--- src/rtl/hue_to_rgb.sv ---
// hue_to_rgb: pipelined full-saturation HSV colour mapper (hue + amplitude -> RGB).
// Ports:
//   clk, rst           clock, synchronous active-high reset
//   noteHue_i [D]      hue, 0..2^D-1 spans one colour circle, 0 = red
//   amplitude_i [AW]   HSV value
//   in_valid/in_ready  input handshake (in_ready combinational from out_valid/out_ready)
//   red_o/green_o/blue_o [AW], out_valid/out_ready  output beat and handshake
// Define HUE_GAMMA_EN to add a fourth squaring (gamma) stage; latency becomes 4.
module hue_to_rgb #(
    parameter int D  = 10,
    parameter int AW = 8
) (
    input  logic          clk,
    input  logic          rst,
    input  logic [D-1:0]  noteHue_i,
    input  logic [AW-1:0] amplitude_i,
    input  logic          in_valid,
    output logic          in_ready,
    output logic [AW-1:0] red_o,
    output logic [AW-1:0] green_o,
    output logic [AW-1:0] blue_o,
    output logic          out_valid,
    input  logic          out_ready
);
    logic          advance;
    logic          v1, v2, v3;
    logic [2:0]    sec1, sec2;
    logic [D-1:0]  frac1;
    logic [AW-1:0] amp1, amp2, rise2, fall2;
    logic [AW-1:0] r3, g3, b3;
    logic [D+2:0]  s;
    logic [AW-1:0] rise;
    logic [AW-1:0] r_mux, g_mux, b_mux;

    // Whole pipeline moves together; an empty output slot always lets bubbles collapse.
    assign advance  = !out_valid || out_ready;
    assign in_ready = advance;
    assign s        = {3'b000, noteHue_i} * (D+3)'(6);
    assign rise     = AW'(({{D{1'b0}}, amp1} * {{AW{1'b0}}, frac1}) >> D);

    always_comb begin
        r_mux = (sec2 == 3'd0 || sec2 == 3'd5) ? amp2 : sec2 == 3'd1 ? fall2 : sec2 == 3'd4 ? rise2 : '0;
        g_mux = (sec2 == 3'd1 || sec2 == 3'd2) ? amp2 : sec2 == 3'd0 ? rise2 : sec2 == 3'd3 ? fall2 : '0;
        b_mux = (sec2 == 3'd3 || sec2 == 3'd4) ? amp2 : sec2 == 3'd2 ? rise2 : sec2 == 3'd5 ? fall2 : '0;
    end

    always_ff @(posedge clk) begin
        if (rst) begin
            v1    <= 1'b0;
            v2    <= 1'b0;
            v3    <= 1'b0;
            sec1  <= '0;
            frac1 <= '0;
            amp1  <= '0;
            sec2  <= '0;
            amp2  <= '0;
            rise2 <= '0;
            fall2 <= '0;
            r3    <= '0;
            g3    <= '0;
            b3    <= '0;
        end else if (advance) begin
            v1    <= in_valid;
            sec1  <= s[D+2:D];
            frac1 <= s[D-1:0];
            amp1  <= amplitude_i;
            v2    <= v1;
            sec2  <= sec1;
            amp2  <= amp1;
            rise2 <= rise;
            fall2 <= amp1 - rise;
            v3    <= v2;
            r3    <= r_mux;
            g3    <= g_mux;
            b3    <= b_mux;
        end
    end

`ifdef HUE_GAMMA_EN
    logic          v4;
    logic [AW-1:0] r4, g4, b4;

    function automatic logic [AW-1:0] sq_hi(input logic [AW-1:0] c);
        return AW'(({{AW{1'b0}}, c} * {{AW{1'b0}}, c}) >> AW);
    endfunction

    always_ff @(posedge clk) begin
        if (rst) begin
            v4 <= 1'b0;
            r4 <= '0;
            g4 <= '0;
            b4 <= '0;
        end else if (advance) begin
            v4 <= v3;
            r4 <= sq_hi(r3);
            g4 <= sq_hi(g3);
            b4 <= sq_hi(b3);
        end
    end

    assign out_valid = v4;
    assign red_o     = r4;
    assign green_o   = g4;
    assign blue_o    = b4;
`else
    assign out_valid = v3;
    assign red_o     = r3;
    assign green_o   = g3;
    assign blue_o    = b3;
`endif
endmodule

--- config.mk ---
export PLATFORM = sky130hd
export DESIGN_NAME = hue_to_rgb
export DESIGN_NICKNAME = d
export VERILOG_FILES = /design/src/rtl/hue_to_rgb.sv
export SDC_FILE = /design/constraint.sdc
export NUM_CORES = 1
export LEC_CHECK = 0
export CAP_MARGIN = 5
export CORE_UTILIZATION = 66
export CTS_BUF_LIST = sky130_fd_sc_hd__clkbuf_8
export DETAILED_ROUTE_END_ITERATION = 16
export GPL_TIMING_DRIVEN = 0
export PLACE_DENSITY = 0.85
export SKIP_LAST_GASP = 1
export SLEW_MARGIN = 20
export SYNTH_ARGS = -nofsm -noshare
export SYNTH_HDL_FRONTEND = slang
export SYNTH_SLANG_ARGS = --single-unit
export TNS_END_PERCENT = 10
--- constraint.sdc ---
create_clock -name clk -period 13 [get_ports clk]
set_clock_uncertainty 0.2 [all_clocks]
set_input_delay 3.9 -clock clk [delete_from_list [all_inputs] [get_ports clk]]
set_output_delay 3.9 -clock clk [all_outputs]
set_load 0.005 [all_outputs]
==> run_results.csv <==
group,metric,value,unit
timing,fmax,101,MHz
cts,htree_num_levels,3,
power_and_ir_drop,leakagePower,2.96,nW
finish,finish.utilization,78.7,%
run,maxCapViolations,0,
power_and_ir_drop,p_per_area,107,nW/um2
hold_path,hold_depth,2,
logic_synthesis,synth_compound_area_share,14.0,%
logic_synthesis,synth_top_family_by_area,"adder cells",
hold_path,min_from,"green_o[3]",
global_routing,overflow,0,
timing,fin_ws,3120,ps
timing,finalSetupTns,0,ps
timing,slew_headroom,56.4,%
cts,cts-root-buf,"clkbuf_8",
critical_path,required,8900,ps
logic_synthesis,synth_edf_count,0,
power_and_ir_drop,intPower,452,uW
power_and_ir_drop,pwr-share-clk,25.6,%
detailed_routing,dr.pass1.iters,5,
floorplanning,floorplan.initialDensity,69.2,%
critical_path,crit_type,"input port to output port",
global_routing,grt_first_pass_wirelength,23400,um
cts,worstSkewPairLatency,360,ps
logic_synthesis,ys_warn_count,0,
floorplanning,num_rows,33,
logic_synthesis,synth_fp_nets,809,
hold_path,hold_class,"flop to flop",
logic_synthesis,ys_async_sr_fraction,0,%
logic_synthesis,ys_ff_latch,74,
timing,fin_crit,9880,ps
outcome,status,"finished, final reports clean",
logic_synthesis,synth_cells,695,
placement,dp_hpwl,11100,um
finish,drive_gt1_share,4.49,%
logic_synthesis,synthMuxAreaShare,2.75,%
placement,dp_cells,847,
placement,placed_area,6370,um2
cts,clk_pin_slew,80,ps
detailed_routing,vias_per_cell,5.98,
global_routing,grt_use_total,33.7,%
finish,layout_commonest_cell,"nand2_1",
logic_synthesis,avgSynthCellArea,8.30,um2
timing,tightestPinTransition,655,ps
logic_synthesis,synthAdderAreaFrac,26.7,%
timing,slew_violations,0,
logic_synthesis,synth-xor-area-share,3.86,%
cts,ctsHoldBuffers,0,
power_and_ir_drop,p_total,701,uW
critical_path,r2r_end,"fall2[7]",
cts,cts_buffers,9,
finish,syn_to_final_growth,13.8,%
cts,cts_resized,0,
floorplanning,die_area,9120,um2
power_and_ir_drop,seqPwrFrac,39.5,%
placement,port_buffers,47,
hold_path,whs_endpoint,"green_o[3]",
finish,fin_area,6570,um2
cts,cts_max_path_buffers,2,
floorplanning,core-area,8340,um2
detailed_routing,drt_iter0_markers,370,
timing,finalHoldViolCount,0,
global_routing,antenna_found_initial,0,
power_and_ir_drop,p_comb_share,34.9,%
detailed_routing,drt_wl_total,14400,um
critical_path,cp-start-kind,"input port",
cts,cts.sink_count,74,
critical_path,endpoint_kind,"output port",
global_routing,grt_max_degree,14,
floorplanning,io_pins,48,
critical_path,reg2regPathDepth,21,
logic_synthesis,syn_area,5770,um2
logic_synthesis,synth_cell_type_count,51,
detailed_routing,ant_nets,0,
floorplanning,die_x,95.5,um
timing,whs,255,ps
detailed_routing,vias,5164,
cts,cts_tree,"built",
detailed_routing,wl_per_cell,16.7,um
power_and_ir_drop,switching_share,35.5,%
logic_synthesis,yosys.area_share.simple,19.5,%
finish,layout_common_cells,"105 x nand2_1, 76 x inv_1, 74 x dfxtp_1, 56 x and2_1, 55 x a21oi_1",
cts,cts_setup_buffers,0,
timing,rsz0062_at_grt,"no",
placement,pre_cts_ws,3160,ps
critical_path,crit_arrival,5780,ps
critical_path,r2r_setup_slack,6070,ps
critical_path,worstReg2RegStart,"amp1[3]",
critical_path,critPathMaxFanout,10,
timing,setup_viol,0,
timing,min_period_over_period,76.0,%
finish,final_cell_count_no_fill,863,
finish,nets,867,
power_and_ir_drop,max-vdd-ir-drop,0.0601,mV
floorplanning,die-height,95.5,um
placement,gp_congestion,0.949,
detailed_routing,remaining_drc_errors,0,
power_and_ir_drop,p_switching,249,uW
logic_synthesis,seq_area_frac_synth,25.7,%
global_routing,grt_pass1_vias,5119,
finish,num_antenna_cells,0,
logic_synthesis,synth_ff_type,"dfxtp_1",
[layer usage]
layer	vias to the layer above	share of wire [%]	GRT usage (%)	routed length (um)
met1	2465	41	40.3	5940
met2	257	48	58.9	6920
met4	0	3.1	14.4	444
met3	50	7.6	6.46	1090
met5	-	0	0	0
li1	2392	-	-	-
[state kept, by name (all words and copies together) (netlist names)]
| register | count |
|---|---|
| amp1 | 8 |
| red_o | 8 |
| sec2 | 3 |
| rise2 | 8 |
| blue_o | 8 |
| v2 | 1 |
| frac1 | 9 |
| amp2 | 8 |
| sec1 | 3 |
| out_valid | 1 |
| fall2 | 8 |
| green_o | 8 |
| v1 | 1 |
[power by group through the flow]
stage / clock network (mW) / registers [mW] / logic, mW
floorplan: 0 / 0.273 / 0.176
global placement: 0 / 0.279 / 0.228
detailed placement: 0 / 0.280 / 0.238
CTS: 0.179 / 0.275 / 0.243
global route: 0.188 / 0.279 / 0.274
finish: 0.179 / 0.277 / 0.245
[cell families (layout without fill, tap and decap cells)]
| group | after synthesis | in the layout |
|---|---|---|
| compound gates | 127 | 127 |
| fa+ha+maj | 98 | 98 |
| mux | 15 | 15 |
| buf+inv | 116 | 179 |
| xor+xnor | 23 | 23 |
| simple gates | 242 | 242 |
| flops | 74 | 74 |
[critical path: stages]
cell,delay (ps)
clkdlybuf4s50_1,450
nor2b_1,40
clkbuf_1,150
inv_2,140
clkbuf_1,470
clkdlybuf4s50_1,620
[worst max-delay path by stage]
stage                   start        to  slack (ps)  cells past startpoint
floorplan           out_ready  in_ready        4440                      4
global route        out_ready  in_ready        3060                      6
detailed placement  out_ready  in_ready        3160                      6
finish              out_ready  in_ready        3120                      6
global placement    out_ready  in_ready        3150                      6
CTS                 out_ready  in_ready        3170                      6
[synth_stat cells, types with 2 or more instances]
library cell	number	share of area, %
nand2_1	105	6.8
inv_1	75	4.9
dfxtp_1	74	26
and2_1	56	6.1
a21oi_1	55	4.8
nor2_1	50	3.3
ha_1	49	11
fa_1	43	15
clkbuf_1	35	2.3
xnor2_1	17	2.6
o21ai_0	15	1.3
nor3_1	14	1.2
a211oi_1	10	1.3
a221oi_1	8	1.2
mux2i_1	8	1.4
o211ai_1	8	1.0
a22oi_1	7	0.91
mux2_2	7	1.4
a21o_1	6	0.78
buf_1	4	0.26
nor2b_1	4	0.43
o22ai_1	4	0.43
xor2_1	4	0.61
maj3_1	3	0.52
maj3_2	3	0.59
o21bai_1	3	0.39
a31oi_1	2	0.22
nand2b_1	2	0.22
nor4b_1	2	0.30
[final cells by class]
class                           count  area [um2]
Buffer                             40         151
Clock buffer                        9         124
Clock inverter                      7        71.3
Fill cell                         594        1780
Inverter                           76         285
Multi-Input combinational cell    505        3850
Sequential cell                    74        1480
Tap cell                          105         131
Timing Repair Buffer               47         470
(Power assumes the default switching activity.)
==> edit 1: new RTL, config.mk and constraints unchanged <==
Build with the macro `HUE_GAMMA_EN` defined.
--- a/src/rtl/hue_to_rgb.sv
+++ b/src/rtl/hue_to_rgb.sv
@@ -6,6 +6,8 @@
 //   in_valid/in_ready  input handshake (in_ready combinational from out_valid/out_ready)
 //   red_o/green_o/blue_o [AW], out_valid/out_ready  output beat and handshake
 // Define HUE_GAMMA_EN to add a fourth squaring (gamma) stage; latency becomes 4.
+`define HUE_GAMMA_EN
+
 module hue_to_rgb #(
     parameter int D  = 10,
     parameter int AW = 8
Behaviour: not the same (a bounded check fails within 4 cycles, from zero or initial values and one cycle with rst high).
==> edit 1 against the original RTL <==
  * Design area rose by 84%
  * Sequential cell count rose by 25
  * Sequential share of layout area fell by 6.2 points
  * Utilization fell by 5.6 points
  * Worst setup slack got worse by 0.27 ns
  * First-iteration DRC count rose by 140%
  * Area after synthesis rose by 93%
  * Routed wire length rose by 74%
  * Total power rose by 24%
  * Fmax fell by 2.6%
==> edit 1: results (changes against the original RTL) <==
Critical path
  • R2R Setup Slk: 5.92 ns (was 6.07 ns)
  • Reg2Reg Depth: 26 (was 21)
  • Critical R2R Launch: amp1[4]$_SDFFE_PP0P_ (was amp1[3]$_SDFFE_PP0P_)
  • Worst Path Arrival: 6.05 ns (was 5.78 ns)
  • CP max stage delay: 0.64 ns (was 0.62 ns)

Yosys
  • FF+latch count, synth: 99 (was 74)
  • Register area share after synthesis: 17.8% (was 25.7%)
  • Top cells by count, synth: nand2_1, inv_1, ha_1 (was nand2_1, inv_1, dfxtp_1)

Timing
  • Final Hold Slack: 0.257 ns (was 0.255 ns)
  • Worst-Margin Slew: 0.744 ns (was 0.655 ns)
  • Fin crit share: 78.1% (was 76.0%)

Pwr
  • Clk pwr share: 21.8% (was 25.6%)
  • Peak VDD IR: 0.0614 mV (was 0.0601 mV)
  • P_clk: 0.000190 W (was 0.000179 W)
  • Pint: 0.000547 W (was 0.000452 W)

Route
  • Starting DRT DRC Count: 873 (was 370)
  • Met2 wire len: 12200 µm (was 6920 µm)
  • Routed len/inst: 15.7 µm (was 16.7 µm)
  • Number of vias per cell: 5.69 (was 5.98)
  • Top sig layer: met5 (was met4)
  • Routed vias: 9086 (was 5164)
  • Met3 WL post-DR: 1270 µm (was 1090 µm)

Floorplan
  • Die width: 132 µm (was 95.5 µm)

Placed design
  • Placer Congestion: 0.928 (was 0.949)
  • Pre-CTS WS: 2.91 ns (was 3.16 ns)

Global route
  • Initial antenna violation count: 1 (was 0)
  • Largest net degree at the start of global routing: 17 (was 14)
  • Overall Global Routing Usage: 30.1% (was 33.7%)
  • GR Util met3: 4.23% (was 6.46%)
  • Met2 usage in global routing: 51.1% (was 58.9%)
  • Met1 usage: 38.8% (was 40.3%)
  • First-pass GRT wire length: 42200 µm (was 23400 µm)
  • Vias in the first global route: 8867 (was 5119)

Final layout
  • Multi-input combinational area share: 68.6% (was 58.6%)
  • #MultiIn Comb: 980 (was 505)
  • Non-clock buffer count: 110 (was 87)
  • Nonclk inv count: 173 (was 76)
  • Signal buf overhead: 5.88% (was 9.47%)
  • Clkbuf count: 10 (was 9)
  • Area of the multi-input gates: 8280 µm² (was 3850 µm²)
  • Register area: 1980 µm² (was 1480 µm²)
  • Layout cells sized above 1: 3.34% (was 4.49%)

Outcome
  • Status: finished, final reports clean (unchanged)

CTS
  • Clock Latency Late Sink: 0.40 ns (was 0.36 ns)
-- edit 1: worst min path at each step --
stage | from | endpoint | depth (start not counted)
after floorplan | v1$_SDFFE_PP0P_ | v1$_SDFFE_PP0P_ | 2
after global placement | v1$_SDFFE_PP0P_ | v1$_SDFFE_PP0P_ | 2
after detailed placement | green_o[1]$_SDFFE_PP0P_ | green_o[1]$_SDFFE_PP0P_ | 2
after CTS | v2$_SDFFE_PP0P_ | v2$_SDFFE_PP0P_ | 2
after global routing | red_o[3]$_SDFFE_PP0P_ | red_o[3]$_SDFFE_PP0P_ | 2
final | v2$_SDFFE_PP0P_ | v2$_SDFFE_PP0P_ | 2
-- edit 1: logic make-up after synthesis --
| group | share of synthesized area, % |
|---|---|
| other | 0.0336 |
| xor gates and xnor gates | 4.63 |
| and+or+nand+nor | 18.7 |
| DFF | 17.8 |
| AOI/OAI and AO/OA | 13.3 |
| muxes | 1.82 |
| adders and majority gates | 35.8 |
| buffers and inverters | 7.97 |
==> edit 2: new RTL, same settings <==
Made on the original files. Put one more register stage on the output `blue_o`, with the module's reset. The value now appears one clock later. The other outputs are not delayed to match.
--- a/src/rtl/hue_to_rgb.sv
+++ b/src/rtl/hue_to_rgb.sv
@@ -106,7 +106,13 @@
     assign out_valid = v3;
     assign red_o     = r3;
     assign green_o   = g3;
-    assign blue_o    = b3;
+    always_ff @(posedge clk) begin
+        if (rst) begin
+            blue_o <= '0;
+        end else begin
+            blue_o <= b3;
+        end
+    end
 `endif
 endmodule
 
Function: changed (a bounded check fails within 4 cycles, from zero or initial values and one cycle with rst high).
==> edit 2 against the original RTL <==
  * Global-route usage is 1.7 points lower
  * Total power is 4.7% higher
  * Worst setup slack worse by 0.011 ns
  * Design area is 3.4% higher
  * Area after synthesis is 3.7% higher
  * Critical path depth stayed put
  * Die area is 3.6% higher
  * Routed wire length is 0.12% lower
  * First-iteration DRC count is 7.0% lower
  * Sequential cell count is 8 higher
  * Synthesized cell count is 2.4% higher
  * Critical path type unchanged
  * Critical endpoint unchanged
==> edit 2: results (changes against the original RTL) <==
Placed design
  • Pre-CTS WS: 3.14 ns (was 3.16 ns)
  • Hpwl dp: 11200 µm (was 11100 µm)
  • Placed Area: 6590 µm² (was 6370 µm²)
  • Placer Congestion: 0.982 (was 0.949)
  • DP Cell Count: 867 (was 847)

Timing
  • Final Hold Slack: 0.255 ns (about the same)
  • Fin crit share: 76.1% (was 76.0%)
  • Worst-Margin Slew: 0.631 ns (was 0.655 ns)

Final layout
  • Clkbuf count: 12 (was 9)
  • Nets@finish: 884 (was 867)
  • Multi-input combinational area share: 57.4% (was 58.6%)
  • Area of the multi-input gates: 3900 µm² (was 3850 µm²)
  • Signal buf overhead: 9.21% (was 9.47%)
  • Non-clock buffer count: 88 (was 87)
  • Syn-to-layout area delta: 13.5% (was 13.8%)
  • Fill cells: 638 (was 594)
  • Max reg flops: 9 (unchanged)
  • Layout cells sized above 1: 4.26% (was 4.49%)
  • Register area: 1640 µm² (was 1480 µm²)
  • Final clock-cell share: 3.00% (was 2.97%)
  • #MultiIn Comb: 513 (was 505)

Yosys
  • Top cells by count, synth: nand2_1, dfxtp_1, inv_1 (was nand2_1, inv_1, dfxtp_1)
  • Syn_nets: 826 (was 809)
  • Top cells by area, synth: dfxtp_1, fa_1, ha_1 (unchanged)
  • Synthesized area per cell: 8.40 µm² (was 8.30 µm²)
  • Register area share after synthesis: 27.4% (was 25.7%)
  • Async SR Flop Fraction: 0% (unchanged)

Route
  • Starting DRT DRC Count: 344 (was 370)
  • Routed len/inst: 16.3 µm (was 16.7 µm)
  • Number of vias per cell: 5.75 (was 5.98)
  • Final wirelength: 14400 µm (about the same)

Critical path
  • Reg2Reg Depth: 22 (was 21)
  • Critical R2R Launch: amp1[7]$_SDFFE_PP0P_ (was amp1[3]$_SDFFE_PP0P_)
  • Worst Path Arrival: 5.79 ns (was 5.78 ns)
  • R2R Setup Slk: 6.13 ns (was 6.07 ns)

Pwr
  • Peak VDD IR: 0.0761 mV (was 0.0601 mV)
  • Leakage power: 3.06 nW (was 2.96 nW)

Global route
  • Vias in the first global route: 5060 (was 5119)
  • Largest net degree at the start of global routing: 13 (was 14)
  • Overall Global Routing Usage: 32.0% (was 33.7%)
  • Initial antenna violation count: 0 (unchanged)
  • First-pass GRT wire length: 24200 µm (was 23400 µm)

CTS
  • CTS max path bufs: 2 (unchanged)
  • Clock Latency Late Sink: between 0.3 and 0.4 ns
  • Gates resized, CTS repair: 0 (unchanged)
  • Clock Sinks: 82 (was 74)

Min path
  • Hold path start: green_o[2]$_SDFFE_PP0P_ (was green_o[3]$_SDFFE_PP0P_)
  • WHS Endpoint: green_o[2]$_SDFFE_PP0P_ (was green_o[3]$_SDFFE_PP0P_)

Outcome
  • Status: finished, final reports clean (unchanged)
==> edit 2: cell types whose count changed after synthesis, sizes merged <==
cell    unedited run  this run
dfxtp             74        82
nor2b              4        12
buf                4         9
clkbuf            36        32
==> edit 2: kinds of logic after synthesis <==
kind of cell	count (synthesis)	share of synthesized area [%]
AO/OA/AOI/OAI	127	13.5
flip-flops	82	27.4
AND/OR/NAND/NOR	250	19.6
buffers and inverters	117	7.36
XOR/XNOR	23	3.72
multiplexers	15	2.66
adder cells (fa/ha/maj)	98	25.7
==> edit 2: routing by layer <==
layer / track usage (%) / wire [µm]
met5: 0 / 0
met4: 8.27 / 240
met3: 5.04 / 923
met2: 54.8 / 6960
met1: 42.2 / 6260
==> edit 2: where the power goes <==
group          total (W)  internal, W  switching, W  leakage (nW)
combinational   0.000244     0.000111      0.000133          2.28
sequential      0.000302     0.000278     0.0000235         0.673
clock           0.000189     0.000103     0.0000863         0.110
